$ cat config.mk
export PLATFORM = sky130hd
export DESIGN_NAME = string_reader
export DESIGN_NICKNAME = d
export VERILOG_FILES = /design/src/rtl/string_reader.sv
export SDC_FILE = /design/constraint.sdc
export NUM_CORES = 1
export LEC_CHECK = 0
export CAP_MARGIN = 20
export CORE_MARGIN = 2
export CORE_UTILIZATION = 35
export DETAILED_ROUTE_END_ITERATION = 6
export MAX_ROUTING_LAYER = met4
export PLACE_DENSITY_LB_ADDON = 0.25
export SYNTH_ARGS = -nofsm -noshare
export SYNTH_HDL_FRONTEND = slang
export SYNTH_SLANG_ARGS = --single-unit
$ cat constraint.sdc
create_clock -name clk -period 6.5 [get_ports clk]
set_input_delay 0.65 -clock clk [delete_from_list [all_inputs] [get_ports clk]]
set_output_delay 0.65 -clock clk [all_outputs]
set_load 0.02 [all_outputs]
$ cat src/rtl/string_reader.sv
// UART receive line assembler: packs bytes into a NUL-padded line until CR/LF.
// Optional feature macro: STRING_READER_BACKSPACE_EN (0x08/0x7F erase last char).
module string_reader #(
    parameter int MAX_CHARS = 80,
    parameter int LINE_W    = 8 * MAX_CHARS
) (
    input  logic              clk,
    input  logic              rst,
    input  logic [7:0]        rx_data,
    input  logic              rx_data_valid,
    output logic              rx_data_ready,
    output logic [LINE_W-1:0] line,
    output logic [7:0]        line_len,
    output logic              line_valid,
    output logic              line_overflow,
    input  logic              line_ack
);

    typedef enum logic {
        COLLECT = 1'b0,
        DONE    = 1'b1
    } state_t;

    localparam logic [7:0] CH_CR  = 8'h0D;
    localparam logic [7:0] CH_LF  = 8'h0A;
    localparam logic [7:0] CH_NUL = 8'h00;
`ifdef STRING_READER_BACKSPACE_EN
    localparam logic [7:0] CH_BS  = 8'h08;
    localparam logic [7:0] CH_DEL = 8'h7F;
`endif
    localparam logic [7:0] CAP = 8'(MAX_CHARS);

    state_t            state_q, state_d;
    logic [LINE_W-1:0] line_q, line_d;
    logic [7:0]        count_q, count_d;
    logic              ovf_q, ovf_d;

    logic accept;
    logic is_term;

    always_comb begin
        state_d = state_q;
        line_d  = line_q;
        count_d = count_q;
        ovf_d   = ovf_q;

        rx_data_ready = (state_q == COLLECT);
        accept        = rx_data_valid && rx_data_ready;
        is_term       = (rx_data == CH_CR) || (rx_data == CH_LF);

        unique case (state_q)
            COLLECT: begin
                if (accept) begin
                    if (is_term) begin
                        // Empty lines and the second half of CRLF are swallowed here
                        if (count_q != 8'd0) begin
                            state_d = DONE;
                        end
                    end else if (rx_data == CH_NUL) begin
                        count_d = count_q;
`ifdef STRING_READER_BACKSPACE_EN
                    end else if ((rx_data == CH_BS) || (rx_data == CH_DEL)) begin
                        if (count_q != 8'd0) begin
                            for (int i = 0; i < MAX_CHARS; i++) begin
                                if (count_q == 8'(i + 1)) begin
                                    line_d[i*8 +: 8] = 8'h00;
                                end
                            end
                            count_d = count_q - 8'd1;
                        end
`endif
                    end else if (count_q < CAP) begin
                        for (int i = 0; i < MAX_CHARS; i++) begin
                            if (count_q == 8'(i)) begin
                                line_d[i*8 +: 8] = rx_data;
                            end
                        end
                        count_d = count_q + 8'd1;
                    end else begin
                        ovf_d = 1'b1;
                    end
                end
            end
            DONE: begin
                if (line_ack) begin
                    state_d = COLLECT;
                    line_d  = '0;
                    count_d = 8'd0;
                    ovf_d   = 1'b0;
                end
            end
            default: begin
                state_d = COLLECT;
            end
        endcase

        line          = line_q;
        line_len      = count_q;
        line_valid    = (state_q == DONE);
        line_overflow = ovf_q;
    end

    always_ff @(posedge clk) begin
        if (rst) begin
            state_q <= COLLECT;
            line_q  <= '0;
            count_q <= 8'd0;
            ovf_q   <= 1'b0;
        end else begin
            state_q <= state_d;
            line_q  <= line_d;
            count_q <= count_d;
            ovf_q   <= ovf_d;
        end
    end

endmodule
==> metrics.md <==
| Metric | Value |
|---|---|
| Hold Vio Cnt, Final | 0 |
| Hold Path Depth | 2 |
| Fin crit share | 0.530 |
| Total number of vias | between 20,000 and 25,000 |
| Max Slew Vio Count | 0 |
| Sum Neg Setup Slack | 0 ps |
| Post-synth EDFFs | 0 |
| Power, Total | 8.69 mW |
| Async set-or-reset flop fraction in the synthesized netlist | 0 |
| Synth area leader | dfxtp_1 |
| Worst setup margin | approximately 3100 ps |
| Clk_lat worst skew | between 600 and 700 ps |
| Hold path start | line[141] |
| Max incr delay on CP | approximately 1000 ps |
| Drt total wl | between 90 and 100 mm |
| Worst endpoint required time | approximately 7000 ps |
| Synth Area per Inst | 9.40 um2 |
| Crit path max-delay family | simple AND/OR/NAND/NOR gates |
| Power density cells | 244 nW/um2 |
| Hold Path End | line[141] |
| Critical Path AT | 3940 ps |
| Clock buffer depth | 3 |
| Htree depth | 3 |
| NetSw | between 2 and 2.5 mW |
| Relative slew slack | 0.181 |
| Sequential share of the synthesized area | 0.505 |
| Clock share of power | 0.498 |
| Die Height | 275 um |
| DR WL/cell | 22.4 um |
| Final ANT Viol Nets | 0 |
| RSZ-0062 raised after global routing | no |
| Sequential power share | 0.461 |
| Root buffer cell | clkbuf_16 |
| Clock Sinks | 650 |
| Synth Warn # | 0 |
| Row count | 99 |
| Drt pass-1 iters | 5 |
| Worst R2R End | line[539] |
| Most frequent cell after synthesis | dfxtp_1 |
| Final std cells w/o fill | roughly 4,300 |
| WP buf/inv | 0 |
| Cells after Synth | roughly 2,700 |
| Critical-path cell list | ha_1 > nor4b_2 > a21oi_1 > nor4_4 > mux2i_1 > nor2_1 |
| Top post-synthesis cells by area | dfxtp_1, mux2i_1, nand2b_1, nand3_1, o21ai_0 |
| Register bit total from synthesis | 650 |
| Via density per instance | ~5.0 |
| Worst setup SP type | flip-flop |
| R2R cell count | 6 |
| Outcome | completed |
| Skew final | approximately 33 ps |
| Routability congestion estimate | 0.791 |
| Net Sw Frac | 0.237 |
| Vias in the first global route | 20,181 |
| CP Capture Type | flip-flop |
| Crit Path Max Fanout | 15 |
| Detailed-placement wirelength estimate | roughly 62 mm |
| Ys flop type | dfxtp_1 |
| WS Path Type | reg -> reg |
| Die span in x | around 280 um |
| Number of gates resized after cts | 0 |
| Setup violations, final | 0 |
| Post-synth top area share | 0.505 |
| Initial DRC count | 1,428 |
| CTS tree | built |
| Initial core utilization | 0.353 |
| Port bufs | approximately 660 |
| List of most frequent post-synthesis cells | dfxtp_1, nand3_1, o21ai_0, nand2b_1, mux2i_1 |
| Layout area overhead | 37.9% |
| Cell total after placement | 4,130 |
| Nets | 3,265 |
| Core box area | roughly 73,000 um2 |
| Post-Syn Area | ~26,000 um2 |
| CTS Hold Bufs | 0 |
| Die area | 75,800 um2 |
| Post-CTS setup buffer count | 0 |
| Critical R2R Launch | line_len[0] |
| # IOs | about 660 |
| Antenna violations before repair | 4 |
| Ratio of cells with drive above 1 in the final layout | 0.0790 |
| Pre-CTS setup slack | ~2700 ps |
| Maximum Capacitance Violations | 0 |
| Comb power frac | 0.042 |
| Mapped Nets | ~2,800 |
| Worst vdd ir | around 210 uV |
| Largest net degree at the start of global routing | between 200 and 250 |
| Class of the most critical hold timing path | reg -> reg |
| First-pass GRT wire length | 139 mm |
| Worst R2R Setup Slack | 3050 ps |
| Total Routing Usage GR | 0.251 |
| Reg clk slew, reported paths | 60 ps |
| Crit-path slowest cell | nor4b_2 |
| P_leak | between 10 and 15 nW |
| Fmax | between 0.2 and 0.3 GHz |
| Worst-Margin Slew | 1230 ps |
| Min Tclk post-route | between 3000 and 4000 ps |
| Unique cell type count in the Yosys netlist | 48 |
| Grt ovf | 0 |
| Internal power | ~6.6 mW |
| CTS Buf Count | 74 |
| # DRC | 0 |
[cells by family after synthesis]
kind of cell	count (synthesis)	synth area share
buffers and inverters	278	0.0447
flip-flops	650	0.505
AO/OA/AOI/OAI	402	0.0795
multiplexers	307	0.119
adder cells (fa/ha/maj)	4	0.00194
AND/OR/NAND/NOR	1100	0.250
[registers in the layout, summed over array words and instances (netlist names)]
register and flops:
line 640, line_len 8, line_overflow 1, line_valid 1
[worst max-delay path by stage]
stage / start / to / slack, ps / cells past startpoint
2_1_floorplan: rx_data[2] / line[312] / 3960 / 8
3_3_place_gp: rx_data_valid / line[471] / 2530 / 6
3_5_place_dp: rx_data[3] / line[223] / 2700 / 7
4_1_cts: line_len[4] / line[107] / 3070 / 7
5_1_grt: line_len[4] / line[499] / 2890 / 7
6_report: line_len[0] / line[539] / 3050 / 6
[layout by cell type, fill, tap and decap left out, drive strengths merged, types with 51 or more instances in the layout]
cell           Yosys  routed
nand2b           318     318
dfxtp            650     650
buf               67      51
nand2            266     266
nor2              54      54
o21ai            340     340
clkbuf           207     108
clkdlybuf4s50      0     654
nand3            358     358
mux2i            307     307
[per-stage QoR]
stage / hold slack, ps / area (um2) / util
4_1_cts: 457 / 35500 / 0.486
3_3_place_gp: 441 / 32900 / 0.451
5_1_grt: 470 / 35500 / 0.487
2_1_floorplan: 533 / 25800 / -
3_5_place_dp: 446 / 33000 / 0.452
6_report: 453 / 35500 / 0.487
[layout make-up]
type	instances	area, um2
clock buffers	107	2130
flip-flops and latches	650	13000
repair buffers	706	6990
diodes	4	10.0
multi-input cells	1813	11800
fillers	6888	37400
inverters	4	15.0
well taps	959	1200
clock inverters	25	387
[worst reg2reg max path, cell delays in order (launching register included)]
cell,delay (ps)
dfxtp_1,470
ha_1,420
nor4b_2,1040
a21oi_1,270
nor4_4,800
mux2i_1,270
nor2_1,50
[power groups by stage]
stage | Clock, mW | Sequential (mW) | Combinational, mW
finish | 4.32 | 4.00 | 0.361
floorplan | 0 | 4.10 | 0.207
global placement | 0 | 4.09 | 0.362
CTS | 4.42 | 4.00 | 0.363
global route | 4.59 | 4.00 | 0.382
detailed placement | 0 | 4.09 | 0.362
[metal layers]
| layer | GRT usage | part of all wire |
|---|---|---|
| met2 | 0.391 | 0.47 |
| met5 | - | 0 |
| met4 | 0.0916 | 0.035 |
| met3 | 0.0652 | 0.069 |
| met1 | 0.312 | 0.43 |
No activity file was read; power rests on OpenSTA's default activity.
